--- src/rtl/conv_layer_sequencer.sv ---
// Convolution layer sequencer: weight/bias preload, activation stream with downstream hold,
// output-buffer write counting, and overrun detection. States: IDLE | LOAD | DRAIN | STREAM | FIN.
module conv_layer_sequencer #(
   parameter int N         = 21504,
   parameter int K         = 32,
   parameter int CHAN      = 4,
   parameter int OUTLEN    = 2562,
   parameter int ROM_LAT   = 1,
   parameter int FLUSH_MAX = 64,
   localparam int WT_W = (K*CHAN > 1) ? $clog2(K*CHAN) : 1,
   localparam int BI_W = (CHAN > 1)   ? $clog2(CHAN)   : 1,
   localparam int AC_W = (N > 1)      ? $clog2(N)      : 1,
   localparam int OB_W = (OUTLEN > 1) ? $clog2(OUTLEN) : 1
) (
   input  logic            clk,
   input  logic            global_rst,
   input  logic            start,
   input  logic            hold,
   output logic            busy,
   output logic            done,
   output logic            err,
   output logic            wt_en,
   output logic [WT_W-1:0] wt_addr,
   output logic            wt_load,
   output logic            bias_en,
   output logic [BI_W-1:0] bias_addr,
   output logic            bias_load,
   output logic            act_en,
   output logic [AC_W-1:0] act_addr,
   input  logic            conv_valid,
   output logic            obuf_we,
   output logic [OB_W-1:0] obuf_addr
);
   // state    | meaning
   // IDLE     | waiting for start, all enables low
   // LOAD     | weight (and initially bias) ROM reads, one address per cycle
   // DRAIN    | ROM_LAT cycles for the last reads to land
   // STREAM   | activation stream, output writes counted
   // FIN      | one-cycle completion, done pulses unless overrun
   localparam logic [2:0] S_IDLE   = 3'd0;
   localparam logic [2:0] S_LOAD   = 3'd1;
   localparam logic [2:0] S_DRAIN  = 3'd2;
   localparam logic [2:0] S_STREAM = 3'd3;
   localparam logic [2:0] S_FIN    = 3'd4;

   localparam int FL_W = (FLUSH_MAX > 0) ? $clog2(FLUSH_MAX + 1) : 1;
   localparam int DR_W = (ROM_LAT > 1) ? $clog2(ROM_LAT) : 1;

   localparam logic [WT_W-1:0] WT_LAST = WT_W'(K*CHAN - 1);
   localparam logic [BI_W-1:0] BI_LAST = BI_W'(CHAN - 1);
   localparam logic [AC_W-1:0] AC_LAST = AC_W'(N - 1);
   localparam logic [OB_W-1:0] OB_LAST = OB_W'(OUTLEN - 1);
   localparam logic [FL_W-1:0] FL_INIT = FL_W'(FLUSH_MAX);
   localparam logic [DR_W-1:0] DR_INIT = DR_W'(ROM_LAT - 1);

   logic [2:0]         state_q, state_d;
   logic               busy_q, busy_d;
   logic               done_q, done_d;
   logic               err_q, err_d;
   logic               wt_en_q, wt_en_d;
   logic [WT_W-1:0]    wt_addr_q, wt_addr_d;
   logic               bias_en_q, bias_en_d;
   logic [BI_W-1:0]    bias_addr_q, bias_addr_d;
   logic               act_en_q, act_en_d;
   logic [AC_W-1:0]    act_addr_q, act_addr_d;
   logic               sat_q, sat_d;
   logic [FL_W-1:0]    flush_q, flush_d;
   logic [DR_W-1:0]    drain_q, drain_d;
   logic [OB_W-1:0]    cnt_q, cnt_d;
   logic [ROM_LAT-1:0] wt_pipe_q, wt_pipe_d;
   logic [ROM_LAT-1:0] bias_pipe_q, bias_pipe_d;
   logic               wr;
   logic               overrun;

   assign wr = (state_q == S_STREAM) && conv_valid;

   always_comb begin
      state_d     = state_q;
      err_d       = err_q;
      done_d      = 1'b0;
      wt_en_d     = wt_en_q;
      wt_addr_d   = wt_addr_q;
      bias_en_d   = bias_en_q;
      bias_addr_d = bias_addr_q;
      act_en_d    = act_en_q;
      act_addr_d  = act_addr_q;
      sat_d       = sat_q;
      flush_d     = flush_q;
      drain_d     = drain_q;
      cnt_d       = cnt_q;
      overrun     = 1'b0;
      case (state_q)
         S_IDLE: begin
            if (start) begin
               state_d     = S_LOAD;
               err_d       = 1'b0;
               wt_en_d     = 1'b1;
               wt_addr_d   = '0;
               bias_en_d   = 1'b1;
               bias_addr_d = '0;
               act_en_d    = 1'b0;
               act_addr_d  = '0;
               sat_d       = 1'b0;
               flush_d     = FL_INIT;
               drain_d     = '0;
               cnt_d       = '0;
            end
         end
         S_LOAD: begin
            if (bias_en_q) begin
               if (bias_addr_q == BI_LAST) bias_en_d = 1'b0;
               else                        bias_addr_d = bias_addr_q + 1'b1;
            end
            if (wt_addr_q == WT_LAST) begin
               state_d   = S_DRAIN;
               wt_en_d   = 1'b0;
               bias_en_d = 1'b0;
               drain_d   = DR_INIT;
            end else begin
               wt_addr_d = wt_addr_q + 1'b1;
            end
         end
         S_DRAIN: begin
            if (drain_q == '0) begin
               state_d  = S_STREAM;
               act_en_d = !hold;
            end else begin
               drain_d = drain_q - 1'b1;
            end
         end
         S_STREAM: begin
            // Enabled cycles after saturation re-read N-1 and burn the flush budget.
            if (act_en_q) begin
               if (!sat_q) begin
                  if (act_addr_q == AC_LAST) sat_d = 1'b1;
                  else                       act_addr_d = act_addr_q + 1'b1;
               end else if (flush_q <= FL_W'(1)) begin
                  overrun = 1'b1;
               end else begin
                  flush_d = flush_q - 1'b1;
               end
            end
            // The final write takes priority over a coincident overrun.
            if (wr && (cnt_q == OB_LAST)) begin
               state_d  = S_FIN;
               done_d   = 1'b1;
               act_en_d = 1'b0;
            end else begin
               if (wr) cnt_d = cnt_q + 1'b1;
               if (overrun) begin
                  state_d  = S_FIN;
                  err_d    = 1'b1;
                  act_en_d = 1'b0;
               end else begin
                  act_en_d = !hold;
               end
            end
         end
         S_FIN:   state_d = S_IDLE;
         default: state_d = S_IDLE;
      endcase
      busy_d      = (state_d != S_IDLE);
      wt_pipe_d   = ROM_LAT'({wt_pipe_q, wt_en_q});
      bias_pipe_d = ROM_LAT'({bias_pipe_q, bias_en_q});
   end

   always_ff @(posedge clk or posedge global_rst) begin
      if (global_rst) begin
         state_q     <= S_IDLE;
         busy_q      <= 1'b0;
         done_q      <= 1'b0;
         err_q       <= 1'b0;
         wt_en_q     <= 1'b0;
         wt_addr_q   <= '0;
         bias_en_q   <= 1'b0;
         bias_addr_q <= '0;
         act_en_q    <= 1'b0;
         act_addr_q  <= '0;
         sat_q       <= 1'b0;
         flush_q     <= '0;
         drain_q     <= '0;
         cnt_q       <= '0;
         wt_pipe_q   <= '0;
         bias_pipe_q <= '0;
      end else begin
         state_q     <= state_d;
         busy_q      <= busy_d;
         done_q      <= done_d;
         err_q       <= err_d;
         wt_en_q     <= wt_en_d;
         wt_addr_q   <= wt_addr_d;
         bias_en_q   <= bias_en_d;
         bias_addr_q <= bias_addr_d;
         act_en_q    <= act_en_d;
         act_addr_q  <= act_addr_d;
         sat_q       <= sat_d;
         flush_q     <= flush_d;
         drain_q     <= drain_d;
         cnt_q       <= cnt_d;
         wt_pipe_q   <= wt_pipe_d;
         bias_pipe_q <= bias_pipe_d;
      end
   end

   assign busy      = busy_q;
   assign done      = done_q;
   assign err       = err_q;
   assign wt_en     = wt_en_q;
   assign wt_addr   = wt_addr_q;
   assign wt_load   = wt_pipe_q[ROM_LAT-1];
   assign bias_en   = bias_en_q;
   assign bias_addr = bias_addr_q;
   assign bias_load = bias_pipe_q[ROM_LAT-1];
   assign act_en    = act_en_q;
   assign act_addr  = act_addr_q;
   assign obuf_we   = wr;
   assign obuf_addr = cnt_q;

endmodule

--- config.mk ---
export PLATFORM = sky130hd
export DESIGN_NAME = conv_layer_sequencer
export DESIGN_NICKNAME = d
export VERILOG_FILES = /design/src/rtl/conv_layer_sequencer.sv
export SDC_FILE = /design/constraint.sdc
export NUM_CORES = 1
export LEC_CHECK = 0
export BUFFER_PORTS_ARGS = -buffer_cell sky130_fd_sc_hd__buf_2
export CORE_MARGIN = 1.5
export CORE_UTILIZATION = 25
export DETAILED_ROUTE_END_ITERATION = 6
export MAX_ROUTING_LAYER = met4
export PLACE_DENSITY_LB_ADDON = 0.1
export SLEW_MARGIN = 15
export SYNTH_ARGS = -nofsm -noshare
export SYNTH_HDL_FRONTEND = slang
export SYNTH_SLANG_ARGS = --single-unit
--- constraint.sdc ---
create_clock -name clk -period 5.1 [get_ports clk]
set_clock_uncertainty 0.15 [all_clocks]
set_input_delay 1.02 -clock clk [delete_from_list [all_inputs] [get_ports clk]]
set_output_delay 1.02 -clock clk [all_outputs]
set_load 0.05 [all_outputs]
# Word level (Yosys, flattened, before mapping)

Cells that the tools add are included.

Bits in registers: 56
Output and inout bits: 45
Logic and storage cells: 118

Add/subtract/negate cells: 6
$lt $le $gt $ge: 1
Eq/ne operators: 21
Mux-type cells: 54
Reduce and logical (&&, ||, !) cells: 20

Operators by type and width:

| operator                | count |
|---|---|
| $mux W15                | 4 |
| $mux W7                 | 6 |
| $mux W12                | 3 |
| $pmux W15 S2            | 1 |
| $pmux W7 S2             | 2 |
| $ne A2 B2 Y1 const B    | 13 |
| $pmux W12 S2            | 1 |
| $mux W1                 | 21 |
| $add A15 B1 Y15 const B | 1 |
| $eq A15 B15 Y1 const B  | 1 |
| $mux W3                 | 5 |
| $reduce_and A3 Y1       | 5 |
| $add A12 B1 Y12 const B | 1 |
| $eq A12 B12 Y1 const B  | 1 |
| $pmux W3 S4             | 1 |
| $reduce_and A4 Y1       | 3 |
| $reduce_and A5 Y1       | 2 |
| $reduce_bool A3 Y1      | 3 |
| $pmux W1 S2             | 4 |
| $add A7 B1 Y7 const B   | 1 |
| $eq A7 B7 Y1 const B    | 1 |
| $le A7 B1 Y1 const B    | 1 |
| $sub A7 B1 Y7 const B   | 1 |
| $eq A3 B2 Y1 const B    | 2 |
| 13 further kinds        | 18 |

# Logic depth before layout (Yosys ltp)

Gate-level depths: netlist (run 1).

Depth after elaboration: 9
Mapped depth: 6

# Worst setup path before layout (run 1)

Ideal clock, no wire load.

Path kind: input to output
From: input port conv_valid
To: output port obuf_we
Arrival time: 1.550 ns
Slack: 2.380 ns
Stages on the path: 1
Path buffers: 0
Path through: and4b_1

Word-level cells in the longest chain between the ends: 1

Ends and longest elaborated chain:

| item                | line | RTL |
|---|---|---|
| start: declaration  | 30   | `input logic conv_valid,` |
| $logic_and A1 B1 Y1 | 75   | `assign wr = (state_q == S_STREAM) && conv_valid;` |
| end: declaration    | 31   | `output logic obuf_we,` |

No other way between the ends.

# Worst setup path in the final report (run 1)

Ends and elaborated chain as after synthesis.

==> metrics.cfg, run 1 <==
[outcome]
status = completed

[floorplan]
die_w_um = 112
row_count = 39
core-area_um2 = 11500
dieHeight_um = 112
initial_core_util = 0.258
design.die.area_um2 = 12500
io_pins = 50

[logic_synthesis]
synth-seq-cells = 55
yosysSeqAreaShare = 0.466
yosys.area.top_type = dfrtp_1
yosysTopAreaCellShare = 0.466
ys.flop_type = dfrtp_1
synth_edf_count = 0
ys_top_cells_by_count = dfrtp_1, nand2_1, a21oi_1
synth_area_leaders = dfrtp_1, a21oi_1, nand2_1
syn-instance-count = 310
netlist-cell-type-count = 52
synth_area_um2 = 2960
yosysMostFrequentCell = dfrtp_1
postSynthAreaPerCell_um2 = 9.53
synth.net_count = 322
synthArstFlopShare = 1.00
ys_warn_count = 0

[power_and_ir_drop]
p_comb_frac = 0.287
power_frac_clock = 0.272
vdd_drop_max_v = 0.000193
p_leak_nw = 1.57
p_total_mw = 1.27
switching_power_mw = 0.490
p_int_mw = 0.776
p_per_area_nw_per_um2 = 364
pwr-share-seq = 0.441
swShare = 0.387

[place]
io_buffers = 49
place.detailed.hpwl_mm = 5.55
gp_congestion = 0.777
post_dp_cell_area_um2 = 3340

[route]
post_drt_wl_per_cell_um = 16.3
drtIter0Drc = 91
drcViolationCount = 0
via_per_inst = 5.21
drt_first_pass_iters = 4
drtAntennaViolNets = 0
routed_wl_mm = 8.11
vias = 2597

[cells_and_area]
fin_area_um2 = 3480
final_util = 0.303
area_growth_pct = 17.7
drive_gt1_frac = 0.192
antenna_cells = 0
fin_nets = 366

[setup_path]
crit_type = input pin to output pin
crit_buf_inv = 2
crit_chain = buf_2 -> and4b_1 -> buf_2
path_delay_family = buffers and inverters
endpoint_kind = output pin
critPathSlowestCell = buf_2
cp_data_required_time_ps = 3930
crit_top_cell = buf_2
cp-start-kind = input pin
reg2reg_setup_slack_ps = 2640
worstPathMaxFanout = 4
max_stage_delay_ps = 290
crit_arrival_ps = 1670

[timing]
hold_violations = 0
grt_setup_unrepaired = no
finalSetupViolations = 0
fmax_mhz = 352
tightest_slew_ps = 1060
max_slew_margin = 0.294
drv_slew = 0
period_needed_ps = 2840
fin_crit_sh = 0.558
fin_tns_setup_ps = 0

[clock_tree]
clock-root-buffer = clkbuf_16
cts.sinks = 55
hold_buffers = 0
clkLatencyLatePin_ps = 300
h-tree-depth = 2
clkSlewWorstSetupHoldPaths_ps = 70
post_cts_buffers = 0
cts_buffers = 5
cts_resized = 0
cts_tree = built
clock_path_buffers = 2

[global_route]
grt-busiest-layer = met2
grt_use_met2 = 0.214
grt.total_usage = 0.138
use_met3 = 0.0316
grt_overflow = 0
grt_pass1_vias = 2525
antenna_found_initial = 0
grt_pass1_wl_mm = 13.3
grt_max_degree = 30
grt_use_met1 = 0.182

[job]
max-cap-violations = 0

[worst_hold_path]
hold_path.class = register to register

## registers in the layout, indices dropped and copies added (netlist names)
| name | flops |
|---|---|
| state_q | 3 |
| bias_load | 1 |
| done | 1 |
| obuf_addr | 12 |
| wt_addr | 7 |
| bias_en | 1 |
| wt_load | 1 |
| err | 1 |
| bias_addr | 2 |
| flush_q | 7 |
| wt_en | 1 |
| act_addr | 15 |
| act_en | 1 |
| sat_q | 1 |
| busy | 1 |
## final cells by class
class                   count  area [um^2]
multi-input cells         230         1480
fillers                  1209         7990
inverters                  11         41.3
flip-flops and latches     55         1380
clock inverters             3         15.0
clock buffers               5          125
repair buffers             51          260
well taps                 143          179
## placed cells by master (no fill, tap or decap), types with 3 or more instances in the layout
cell type	instances
nand3_1	16
inv_1	10
nand4_1	7
ha_1	7
clkinv_2	3
o31ai_1	9
buf_2	49
o41ai_1	3
nand2_1	29
mux2i_1	7
nand3b_1	4
a41o_1	4
nor2_1	20
or4_1	12
o21ai_0	15
a31oi_1	4
clkbuf_16	5
nand2b_1	5
or3_1	8
and4_1	6
nor4_1	7
a21oi_1	24
dfrtp_1	55
nor3_1	7
## cells by family (layout without fill, tap and decap cells)
family | count (synthesis) | count (layout) | share of synthesized area
and+or+nand+nor | 135 | 135 | 0.262
muxes | 9 | 9 | 0.0313
adders and majority gates | 7 | 7 | 0.0296
DFF | 55 | 55 | 0.466
xor gates and xnor gates | 2 | 2 | 0.00593
buffers and inverters | 25 | 70 | 0.0334
AOI/OAI and AO/OA | 77 | 77 | 0.172
## worst register-to-register path, cell delays in order, from the launching register on
cell and delay, ps:
dfrtp_1 550, or3b_1 570, nor2_2 590, buf_4 370, o41ai_1 120
## worst paths after layout
path	from	end	cells after the start
min in group asynchronous	global_rst	act_addr[4]	2
setup / recovery	conv_valid	obuf_we	3
hold / removal	bias_en	bias_load	0
max in group asynchronous	global_rst	act_addr[9]	3
hold reg to reg	bias_en	bias_load	0
setup reg to reg	state_q[1]	act_addr[8]	4
## metal layers
layer / wire (um) / part of all wire / vias up
met3: 271 / 0.033 / 5
met5: 0 / 0 / -
li1: - / - / 1270
met1: 4080 / 0.50 / 1266
met4: 65 / 0.0080 / 0
met2: 3690 / 0.46 / 56
## power groups by stage
stage          Combinational [mW]  Clock, mW  Sequential, mW
2_1_floorplan               0.137          0           0.704
3_3_place_gp                0.364          0           0.568
3_5_place_dp                0.365          0           0.567
4_1_cts                     0.367      0.367           0.560
5_1_grt                     0.396      0.381           0.572
6_report                    0.363      0.345           0.559
## metrics by stage
step	setup slack [ps]	std cells	hold slack, ps
6_report	2260	498	297
5_1_grt	2200	498	325
4_1_cts	2240	498	306
3_5_place_dp	2090	490	276
3_3_place_gp	2150	490	287
2_1_floorplan	2380	310	381
Power figures use the tool's default switching activity.
==> run 2: changes to the inputs <==
- clock period: 5.1 -> 2.8 ns (I/O delays scaled with it)
==> run 2 against run 1 <==
Wire length shrank 3.3%. Non-clock buffer count grew 7. Final cell count grew 1.4%. Worst setup slack lost 1800 ps. Clock power grew 85%. Critical endpoint is now flush_q[3]. Highest routed layer unchanged.
==> metrics.cfg, run 2 (synthesis gave the netlist of run 1 again) <==
[outcome]
status = completed

[setup_path]
path_delay_family = simple AND/OR/NAND/NOR gates
crit_arrival_ps = 2460  ; +790 ps
crit_buf_inv = 0  ; -2
max_stage_delay_ps = 590  ; +300 ps
cp_data_required_time_ps = 2870  ; -1060 ps
cp-start-kind = register
critPathSlowestCell = or3b_1
crit_chain = or3b_1 -> a211o_1 -> or4_1 -> a21oi_1
worstPathMaxFanout = 14  ; +10
crit_type = register to register
endpoint_kind = register

[job]
max-cap-violations = 0  ; unchanged

[clock_tree]
cts.sinks = 55  ; unchanged
clock_path_buffers = 2  ; unchanged
post_cts_buffers = 0  ; unchanged
cts_buffers = 5  ; unchanged
clkLatencyLatePin_ps = 300  ; about the same
hold_buffers = 0  ; unchanged
clock-root-buffer = clkbuf_16
clkSlewWorstSetupHoldPaths_ps = 70  ; about the same
h-tree-depth = 2  ; unchanged
cts_resized = 0  ; unchanged
cts_tree = built

[floorplan]
io_pins = 50  ; unchanged
core-area_um2 = 11500  ; unchanged
die_w_um = 112  ; unchanged
dieHeight_um = 112  ; unchanged
design.die.area_um2 = 12500  ; unchanged
row_count = 39  ; unchanged
initial_core_util = 0.258  ; unchanged

[place]
place.detailed.hpwl_mm = 5.54  ; -0.27%
io_buffers = 49  ; unchanged
dp.cells = 497  ; +1.4%
gp_congestion = 0.703  ; -9.5%
dp_slack_ps = 382  ; -1710 ps

[route]
via_per_inst = 5.15  ; -1.2%
post_drt_wl_per_cell_um = 15.5  ; -4.6%
routed_wl_mm = 7.84  ; -3.3%
drtIter0Drc = 125  ; +37%
drcViolationCount = 0  ; unchanged
drt_first_pass_iters = 5  ; +1
vias = 2602  ; +0.19%
drtAntennaViolNets = 0  ; unchanged

[global_route]
antenna_found_initial = 0  ; unchanged
grt_max_degree = 24  ; -20%
grt_pass1_wl_mm = 13.4  ; +0.37%
grt_pass1_vias = 2591  ; +2.6%
grt.total_usage = 0.135  ; -0.00316
grt_overflow = 0  ; unchanged

[power_and_ir_drop]
p_per_area_nw_per_um2 = 655  ; +80%
p_total_mw = 2.32  ; +83%
p_leak_nw = 1.60  ; +2.1%
vdd_drop_max_v = 0.000339  ; +75%

[cells_and_area]
antenna_cells = 0  ; unchanged
layout_commonest_cell = dfrtp_1
n_fill_cell = 1239  ; +2.5%
area_growth_pct = 20.0
final_cells = 505  ; +1.4%
fin_nets = 373  ; +1.9%
largest_register_ff_count = 15  ; unchanged
drive_gt1_frac = 0.204  ; +0.0129
final_cell_mix = dfrtp_1, buf_2, nand2_1

[timing]
fin_tns_setup_ps = 0  ; unchanged
finalSetupViolations = 0  ; unchanged
period_needed_ps = 2380
max_slew_margin = 0.568  ; +0.275
tightest_slew_ps = 642  ; -417 ps
worst_slack_ps = 415  ; -1840 ps
fmax_mhz = 419
fin_crit_sh = 0.852
drv_slew = 0  ; unchanged
grt_setup_unrepaired = no
hold_violations = 0  ; unchanged

[worst_hold_path]
hold_path.class = input pin to asynchronous set/reset pin

==> run 2: cell types whose count changed in the layout (fill, tap and decap cells not counted), sizes merged <==
cell / change
clkbuf: +1
buf: +7
clkinvlp: +1
clkinv: -2
==> run 2: layout make-up <==
cell class / instances / area, um^2 / area share
Multi-Input combinational cell: 230 / 1480 / 0.418
Sequential cell: 55 / 1380 / 0.388
Timing Repair Buffer: 58 / 325 / 0.0917
Tap cell: 143 / 179 / 0.0505
Clock buffer: 6 / 129 / 0.0363
Inverter: 11 / 41.3 / 0.0116
Clock inverter: 2 / 12.5 / 0.00353
==> run 2: layer usage <==
metal  wire (um)  share of wire  global-route usage  up-vias
met2        3520           0.45               0.211       44
met4          64         0.0082              0.0295        0
met1        3980           0.51               0.180     1273
met5           0              0                   -        -
li1            -              -                   -     1278
met3         277          0.035              0.0289        7
==> run 2: report_power, final <==
part / internal [mW] / leakage (nW) / switching (mW)
Clock: 0.332 / 0.0669 / 0.305
Sequential: 0.899 / 0.722 / 0.118
Combinational: 0.194 / 0.815 / 0.475
==> run 2: path summary, 6_finish.rpt <==
path | from | endpoint | slack [ps] | depth (start not counted)
max | state_q[1] | flush_q[3] | 420 | 4
min | global_rst | act_addr[11] | 130 | 2
max reg2reg | state_q[1] | flush_q[3] | 420 | 4
min reg2reg | wt_en | wt_load | 260 | 0
max in group asynchronous | global_rst | flush_q[5] | 1800 | 3
min in group clk | wt_en | wt_load | 260 | 0
==> run 2: per-stage QoR <==
| stage | instance area [um^2] | hold WS (ps) | utilization |
|---|---|---|---|
| final | 3550 | 129 | 0.309 |
| after global routing | 3550 | 167 | 0.309 |
| after CTS | 3550 | 146 | 0.309 |
| after detailed placement | 3400 | 253 | 0.297 |
| after global placement | 3400 | 244 | 0.297 |
| after floorplan | 2960 | 381 | - |
==> run 2: worst reg2reg max path: cells and delay by family, from the launching register on <==
family	cells	cell delay [ps]
compound gates	2	530
flops	1	550
simple gates	2	1080
